===== src/rtl/bi_shift_pkg.sv =====
// Shared definitions for the bidirectional shift-register link (receive side).
package bi_shift_pkg;

   // Shift direction encoding carried on shift_dir
   localparam logic SHIFT_LEFT  = 1'b0;  // MSB first
   localparam logic SHIFT_RIGHT = 1'b1;  // LSB first

   // Receiver frame state
   typedef enum logic {
      IDLE = 1'b0,
      RECV = 1'b1
   } rx_state_t;

endpackage


===== src/rtl/sipo_shift_core.sv =====
// Serial-in shift register with bit counter; raises done combinationally on the
// bit that completes a word and exposes that completed word on word.
module sipo_shift_core
   import bi_shift_pkg::*;
#(
   parameter int unsigned WIDTH = 4
) (
   input  logic             clk,
   input  logic             rst,
   input  logic             bit_valid,
   input  logic             serial_in,
   input  logic             dir,
   input  logic             flush,
   output logic [WIDTH-1:0] word,
   output logic             done
);

   localparam int unsigned CW = (WIDTH > 2) ? $clog2(WIDTH) : 1;

   logic [WIDTH-1:0] sr;
   logic [WIDTH-1:0] sr_next;
   logic [CW-1:0]    count;
   logic             shift_en;

   // flush wins over a bit arriving in the same cycle
   assign shift_en = bit_valid & ~flush;
   assign done     = shift_en && (count == CW'(WIDTH - 1));
   assign word     = sr_next;

   // Next shift-register value for the selected direction
   always_comb begin
      sr_next = sr;
      if (dir == SHIFT_RIGHT)
         sr_next = {serial_in, sr[WIDTH-1:1]};
      else
         sr_next = {sr[WIDTH-2:0], serial_in};
   end

   // Shift register and bit counter; both restart after a completed word
   always_ff @(posedge clk) begin
      if (rst || flush) begin
         sr    <= '0;
         count <= '0;
      end else if (shift_en) begin
         if (done) begin
            sr    <= '0;
            count <= '0;
         end else begin
            sr    <= sr_next;
            count <= count + CW'(1);
         end
      end
   end

endmodule


===== src/rtl/bi_shift_deser.sv =====
// Receive end of the bidirectional shift link: serial-in / parallel-out
// deserializer with valid/ready output handshake and sticky overrun flag.
module bi_shift_deser
   import bi_shift_pkg::*;
#(
   parameter int unsigned WIDTH = 4
) (
   input  logic             clk,
   input  logic             rst,
   input  logic             serial_in,
   input  logic             bit_valid,
   input  logic             shift_dir,
   input  logic             flush,
   input  logic             clr_ovr,
   input  logic             out_ready,
   output logic [WIDTH-1:0] data_out,
   output logic             out_valid,
   output logic             busy,
   output logic             overrun
);

   rx_state_t        state;
   logic             dir_q;
   logic             eff_dir;
   logic [WIDTH-1:0] word;
   logic             done;
   logic             can_load;

   // First bit of a frame uses the live direction; later bits use the latched one
   assign eff_dir  = (state == IDLE) ? shift_dir : dir_q;
   // Holding register is free if empty or being drained this cycle
   assign can_load = ~out_valid | out_ready;
   assign busy     = (state == RECV);

   sipo_shift_core #(
      .WIDTH (WIDTH)
   ) u_core (
      .clk       (clk),
      .rst       (rst),
      .bit_valid (bit_valid),
      .serial_in (serial_in),
      .dir       (eff_dir),
      .flush     (flush),
      .word      (word),
      .done      (done)
   );

   // Frame FSM, output holding register, handshake and overrun flag
   always_ff @(posedge clk) begin
      if (rst) begin
         state     <= IDLE;
         dir_q     <= SHIFT_LEFT;
         data_out  <= '0;
         out_valid <= 1'b0;
         overrun   <= 1'b0;
      end else begin
         if (flush) begin
            state <= IDLE;
         end else if (bit_valid) begin
            case (state)
               IDLE: begin
                  dir_q <= shift_dir;
                  state <= RECV;
               end
               RECV: begin
                  if (done)
                     state <= IDLE;
               end
               default: state <= IDLE;
            endcase
         end

         if (done && can_load) begin
            data_out  <= word;
            out_valid <= 1'b1;
         end else if (out_valid && out_ready) begin
            out_valid <= 1'b0;
         end

         // A new overrun takes precedence over a clear in the same cycle
         if (done && !can_load)
            overrun <= 1'b1;
         else if (clr_ovr)
            overrun <= 1'b0;
      end
   end

endmodule

===== config.mk =====
export PLATFORM = sky130hd
export DESIGN_NAME = bi_shift_deser
export DESIGN_NICKNAME = d
export VERILOG_FILES = /design/src/rtl/bi_shift_pkg.sv /design/src/rtl/sipo_shift_core.sv /design/src/rtl/bi_shift_deser.sv
export SDC_FILE = /design/constraint.sdc
export NUM_CORES = 1
export LEC_CHECK = 0
export CORE_UTILIZATION = 40
export DETAILED_ROUTE_END_ITERATION = 8
export PLACE_DENSITY = 0.73
export SKIP_CTS_REPAIR_TIMING = 1
export SYNTH_ARGS = -nofsm -noshare
export SYNTH_HDL_FRONTEND = slang
export SYNTH_HIERARCHICAL = 1
export SYNTH_SLANG_ARGS = --single-unit

===== constraint.sdc =====
create_clock -name clk -period 2.4 [get_ports clk]
set_input_delay 0.24 -clock clk [delete_from_list [all_inputs] [get_ports clk]]
set_output_delay 0.24 -clock clk [all_outputs]
set_load 0.03 [all_outputs]

* Word-level counts from Yosys, hierarchy flattened
Cells that the tools add are included.
** Storage, ports and cells
- Register bits after elaboration :: 14
- Input port bits :: 8
- Output and inout bits :: 7
- Word-level logic and storage cells :: 34
** Cells by class
- $add $sub $neg :: 1
- Equality and inequality tests :: 1
- Mux-type cells :: 10
- Bitwise logic cells :: 5
- Reductions and logical operators :: 10
** Operators by type and width (count)
- 4-bit two-way mux :: 2
- 1-bit two-way mux :: 6
- 1-bit logical AND :: 4
- 2-bit nonzero test :: 2
- 1-bit NOT :: 3
- 2-bit by 1-bit adder with 2-bit output (second input constant) :: 1
- 2-bit equality test (second input constant) :: 1
- 2-bit two-way mux :: 1
- 1-bit case mux with 2 select lines :: 1
- 2-bit AND reduction :: 1
- 2-bit OR reduction :: 1
- 1-bit bitwise AND :: 1
- 1-bit zero test :: 1
- 1-bit logical OR :: 1
- 1-bit OR :: 1

* Logic depth before layout (Yosys ltp)
Gate-level depths: netlist of the first run.
- Depth after elaboration :: 5
- Gate-level depth with buffers :: 6
- Gate-level depth less buffers :: 5

* Modules after synthesis
Netlist of the first run, hierarchy kept.
** Modules (own cells, without submodules)
- bi_shift_deser :: instances 1, cells each 36, area an instance 362.8 um^2, sequential area each 160.2 um^2
- sipo_shift_core :: instances 1, cells each 34, area an instance 319.1 um^2, sequential area each 120.1 um^2

* Least setup slack after synthesis of the first run
No wires, ideal clock.
- Kind :: register to register
- Start point :: register state, in the netlist busy
- End point :: register data_out[3]
- Setup time :: 118 ps
- Arrival time :: 1424 ps
- Data required time :: 2282 ps
- Path slack :: 858 ps
- Cell stages (with the launch flop) :: 7
- Path buffers :: 1
- Clock period less this slack :: 1542 ps
- Cells stage by stage :: dfxtp_1 > mux2_2 > clkbuf_1 > mux2i_1 > inv_1 > nand2b_1 > mux2i_1
** Between the ends
- Longest elaborated chain between the ends :: 2
** RTL lines
- start, declared :: line bi_shift_deser.sv:22 : rx_state_t state;
- start signal, assigned :: line bi_shift_deser.sv:51 : state <= IDLE;
- start signal, assigned :: line bi_shift_deser.sv:58 : state <= IDLE;
- start signal, assigned :: line bi_shift_deser.sv:63 : state <= RECV;
- 1-bit two-way mux
- via eff_dir :: line bi_shift_deser.sv:24 : logic eff_dir;
- 4-bit two-way mux :: line sipo_shift_core.sv:33 : if (dir == SHIFT_RIGHT)
- via word[3] :: line bi_shift_deser.sv:25 : logic [WIDTH-1:0] word;
- end signal, assigned :: line bi_shift_deser.sv:74 : data_out <= word;
- end, declared :: line bi_shift_deser.sv:16 : output logic [WIDTH-1:0] data_out,
The timed path passes the listed nets, and every way through them passes these cells.
A chain may end at the register's enable or synchronous reset.

* Final worst setup path of the first run
- Start point :: register state, in the netlist busy
- End point :: output port busy
** RTL lines
- end, declared :: line bi_shift_deser.sv:18 : output logic busy,
No word-level cell between the ends.

==> results of run 1 <==
==> final cells by class <==
cell class,count,share of cell area
flip-flops and latches,14,0.3373
multi-input cells,43,0.4066
clock buffers,3,0.02711
well taps,16,0.02410
repair buffers,14,0.1687
inverters,8,0.03614
==> cell usage after synthesis (all sizes together) (2+ instances only) <==
master / count
nor2b: 3
o32ai: 4
nand2b: 9
mux2i: 10
nor2: 5
dfxtp: 14
inv: 8
a21oi: 2
buf: 2
clkbuf: 3
==> worst max path at each step <==
| stage | to | depth (start not counted) | start |
|---|---|---|---|
| floorplan | data_out[3] | 6 | busy |
| global placement | data_out[3] | 4 | bit_valid |
| detailed placement | data_out[0] | 4 | bit_valid |
| CTS | busy | 1 | busy |
| global route | busy | 1 | busy |
| finish | busy | 1 | busy |
==> worst register-to-register path: stages, from the launching register on <==
cell and delay [ps]:
dfxtp_1 420, mux2_2 420, mux2i_1 240, inv_1 70
nand2b_1 80, mux2i_1 60
==> state kept, by name (all words and copies together), names as in the netlist <==
| name | cells |
|---|---|
| data_out | 4 |
| u_core/count | 2 |
| busy | 1 |
| out_valid | 1 |
| u_core/sr | 4 |
| overrun | 1 |
| dir_q | 1 |
==> cells in the final DEF, fill, tap and decap left out, types with 2 or more instances in the layout <==
master and instances:
dfxtp_1 14, clkdlybuf4s50_1 14, mux2i_1 10, nand2b_1 9
inv_1 8, nor2_1 5, o32ai_1 4, clkbuf_4 3
a21oi_1 2
==> per-stage QoR <==
step	total power [mW]	hold WS, ps
after detailed placement	0.2887	465.8
after floorplan	0.2717	318.5
after CTS	0.4143	482.3
after global placement	0.2877	466.8
after global routing	0.4331	502.0
final	0.4073	479.6
==> routing by layer <==
| metal | GRT usage | routed length [µm] |
|---|---|---|
| met5 | 0 | 0 |
| met4 | 0.03636 | 0 |
| met3 | 0.07660 | 74 |
| met2 | 0.2388 | 535 |
| met1 | 0.1553 | 512 |
==> kinds of logic (layout without fill, tap and decap cells) <==
kind of cell	count (synthesis)	count (layout)	share of synthesized area
fa+ha+maj	1	1	0.01835
simple gates	24	24	0.2404
mux	11	11	0.1633
compound gates	7	7	0.07338
buf+inv	13	25	0.09358
flops	14	14	0.4110
==> where the power goes <==
| group | switching (mW) | internal [mW] |
|---|---|---|
| clock network | 0.0659 | 0.0581 |
| logic | 0.0200 | 0.0250 |
| registers | 0.00258 | 0.236 |
| total | 0.0885 | 0.319 |
==> impl_metrics.json, run 1 <==
{
  "tns_ps": 0,
  "diodes": 0,
  "hp-class": "flop to flop",
  "die_area_um2": 1874,
  "crit_family": "buffers and inverters",
  "cts_root_buf": "clkbuf_4",
  "syn_nets": 79,
  "min_period_over_period": 0.6829,
  "drt-initial-drc-count": 5,
  "placedCellCount": 95,
  "synth_edf_count": 0,
  "finalClockSkew_ps": 9.511,
  "grt_pass1_vias": 442,
  "synth-main-ff-cell": "dfxtp_1",
  "ys_types": 22,
  "antenna_found_initial": 0,
  "required_ps": 2160,
  "track_usage": 0.1424,
  "htreeDepth": 1,
  "clk_pin_slew_ps": 80,
  "crit_path_start_kind": "flop",
  "drt-total-wl_mm": 1.122,
  "drv_slew": 0,
  "finalSetupViolCount": 0,
  "place_congestion": 0.7529,
  "pwr_density_cell_nw_per_um2": 490.3,
  "rsz0062_at_grt": "no",
  "multi_input_area_um2": 337.8,
  "hold_viol": 0,
  "worstHoldPathCells": 2,
  "fillers": 152,
  "drc": 0,
  "max_freq_mhz": 610.1,
  "syn_area_per_cell_um2": 9.741,
  "rr_startpoint": "busy",
  "ys_seq_area_frac": 0.4110,
  "end_kind": "primary output",
  "worst-setup-path-type": "flop to primary output",
  "clkLatencyLatePin_ps": 270,
  "viasPerCell": 4.990,
  "yosys_register_bits": 14,
  "rrSetupSlack_ps": 990,
  "syn_inst": 70,
  "coreArea_um2": 1541,
  "async_flop_share": 0,
  "dp_hpwl_um": 843.8,
  "drive_above_1_share": 0.1098,
  "synth_area_leaders": "dfxtp_1 41%, mux2i_1 15%, nand2b_1 8.3%",
  "die_w_um": 43.29,
  "worst_ir_drop_vdd_uv": 301.7,
  "synth_warnings": 6,
  "cts_tree": "yes",
  "crit_arrival_ps": 1400,
  "grt_pass1_wl_mm": 1.904,
  "reg2reg_depth": 5,
  "syn_area_um2": 681.9,
  "cp_slowest_cell": "clkdlybuf4s50_1",
  "die_h_um": 43.29,
  "start_util": 0.4424,
  "ctsLongestPathBuffers": 2,
  "place_area_um2": 808.3,
  "path_cells": "clkdlybuf4s50_1",
  "wl_per_cell_um": 11.45,
  "clock-sinks": 14,
  "drt_first_pass_iters": 5,
  "pre_cts_slack_ps": 600.6,
  "cts_buffers": 3,
  "path_buf_inv": 1,
  "grt_start_max_net_pins": 15,
  "min_from": "data_out[2]",
  "area_growth_pct": 21.83,
  "whs_endpoint": "data_out[2]",
  "route.antenna.remaining_nets": 0,
  "seqCellArea_um2": 280.3,
  "finalCriticalPeriod_ps": 1639,
  "status": "complete, no violations",
  "yosysTopAreaCell": "dfxtp_1",
  "finish.instance_area_um2": 830.8,
  "overflow": 0,
  "fp-row-count": 14,
  "final_nets": 93,
  "portBuffers": 14,
  "maxCapViolCount": 0,
  "max_stage_delay_ps": 710,
  "tightest_slew_ps": 378.8,
  "crit_fanout": 5,
  "timing.final.ws_setup_ps": 761.0,
  "final_util": 0.5390,
  "synth_top_cell_area_share": 0.4110,
  "instances_no_fill": 98,
  "r2r_end": "data_out[0]",
  "leakagePower_nw": 0.3234,
  "boundaryPins": 15,
  "vias": 489,
  "relSlewSlack": 0.7467
}
Power figures use the tool's default switching activity.
==> run 2, diff against run 1 <==
Clock period 2.4 ns to 1.6 ns, I/O delays scaled along.
==> run 2 against run 1 <==
Net effect:
- worst hold slack lost 5.4 ps
- clock skew shrank 3.3 ps
- routed wire length grew 3.1%
- largest power group unchanged
==> impl_metrics.json, run 2 (synthesis results as in run 1) <==
{
  "status": "complete, no violations",
  "coreArea_um2": 1541,
  "path_buf_inv": 1,
  "drt_first_pass_iters": 3,
  "rsz0062_at_grt": "no",
  "die_area_um2": 1874,
  "ctsLongestPathBuffers": 2,
  "cts_tree": "yes",
  "cts_root_buf": "clkbuf_4",
  "hold_viol": 0,
  "drc": 0,
  "crit_path_start_kind": "flop",
  "finalPower_mw": 0.6904,
  "worst_ir_drop_vdd_uv": 657.2,
  "swShare": 0.2287,
  "antenna_found_initial": 0,
  "track_usage": 0.1511,
  "clk_pin_slew_ps": 90,
  "pwr_density_cell_nw_per_um2": 794.0,
  "end_kind": "primary output",
  "leakagePower_nw": 0.3617,
  "rr_startpoint": "busy",
  "use_met1": 0.1895,
  "htreeDepth": 1,
  "crit_fanout": 2,
  "worstHoldPathCells": 2,
  "required_ps": 1440,
  "drt-total-wl_mm": 1.157,
  "min_period_over_period": 0.9036,
  "place_congestion": 0.7989,
  "grt_busiest_layer": "met2",
  "route.antenna.remaining_nets": 0,
  "finalSetupViolCount": 0,
  "final_nets": 96,
  "finalClockSkew_ps": 6.211,
  "final_cell_mix": "14 x dfxtp_1, 13 x clkdlybuf4s50_1, 10 x mux2i_1, 9 x nand2b_1, 8 x inv_1",
  "timing.final.ws_setup_ps": 154.3,
  "area_growth_pct": 27.52,
  "grtUsageMet3": 0.05106,
  "drv_slew": 0,
  "seqCellArea_um2": 280.3,
  "use_met2": 0.2478,
  "tightest_slew_ps": 312.3,
  "fillers": 142,
  "vias": 508,
  "finish.instance_area_um2": 869.6,
  "whs_endpoint": "data_out[2]",
  "diodes": 0,
  "path_cells": "clkdlybuf4s50_1",
  "viasPerCell": 4.980,
  "drt-initial-drc-count": 5,
  "die_h_um": 43.29,
  "start_util": 0.4424,
  "crit_arrival_ps": 1290,
  "overflow": 0,
  "worst-setup-path-type": "flop to primary output",
  "switching_power_mw": 0.1579,
  "multi_input_area_um2": 337.8,
  "clkLatencyLatePin_ps": 290,
  "max_stage_delay_ps": 660,
  "dp_hpwl_um": 899.2,
  "rrSetupSlack_ps": 200,
  "fp-row-count": 14,
  "grt_pass1_wl_mm": 2.097,
  "pwr-share-comb": 0.104,
  "place_area_um2": 830.8,
  "cts_buffers": 3,
  "layout_commonest_cell": "dfxtp_1",
  "die_w_um": 43.29,
  "grt_start_max_net_pins": 10,
  "hp-class": "flop to flop",
  "boundaryPins": 15,
  "clock-sinks": 14,
  "top_regs": "data_out x4, u_core/sr x4, u_core/count x2",
  "relSlewSlack": 0.7915,
  "reg2reg_depth": 5,
  "pre_cts_slack_ps": 85.98,
  "r2r_end": "data_out[0]",
  "maxCapViolCount": 0,
  "portBuffers": 14,
  "intPower_mw": 0.5325,
  "grt_pass1_vias": 502,
  "cp_slowest_cell": "clkdlybuf4s50_1",
  "instances_no_fill": 102,
  "finalCriticalPeriod_ps": 1446,
  "placedCellCount": 98,
  "min_from": "data_out[2]",
  "wl_per_cell_um": 11.34,
  "crit_family": "buffers and inverters",
  "tns_ps": 0,
  "seqPwrFrac": 0.517,
  "drive_above_1_share": 0.1512,
  "clockPowerShare": 0.379,
  "max_freq_mhz": 691.7
}
## run 2: worst max path at each step
stage | start | to | slack (ps) | depth (start not counted)
global route | overrun | overrun | 100 | 1
detailed placement | bit_valid | data_out[0] | 90 | 4
finish | out_valid | out_valid | 150 | 1
CTS | busy | busy | 30 | 1
global placement | bit_valid | data_out[2] | 110 | 4
floorplan | busy | data_out[3] | 60 | 6
## run 2: final cells by class
class,count,area share
well taps,16,0.02302
clock buffers,4,0.04173
multi-input cells,43,0.3885
flip-flops and latches,14,0.3223
repair buffers,17,0.1899
inverters,8,0.03453
## run 2: metal layers
layer | share of wire | wire length (µm)
met2 | 0.48 | 561
met4 | 0 | 0
met5 | 0 | 0
met1 | 0.46 | 531
met3 | 0.055 | 64
## run 2: metrics by stage
stage	utilization	hold slack [ps]
final	0.5641	474.1
after global routing	0.5641	496.3
after CTS	0.5625	480.1
after detailed placement	0.5390	460.8
after global placement	0.5390	458.9
after floorplan	-	238.5
## run 2: power by group through the flow
stage / logic (mW) / clock network, mW / registers [mW]
after global placement: 0.0711 / 0 / 0.365
after global routing: 0.0780 / 0.290 / 0.359
after floorplan: 0.0403 / 0 / 0.367
final: 0.0715 / 0.262 / 0.357
after CTS: 0.0723 / 0.265 / 0.357
after detailed placement: 0.0720 / 0 / 0.366
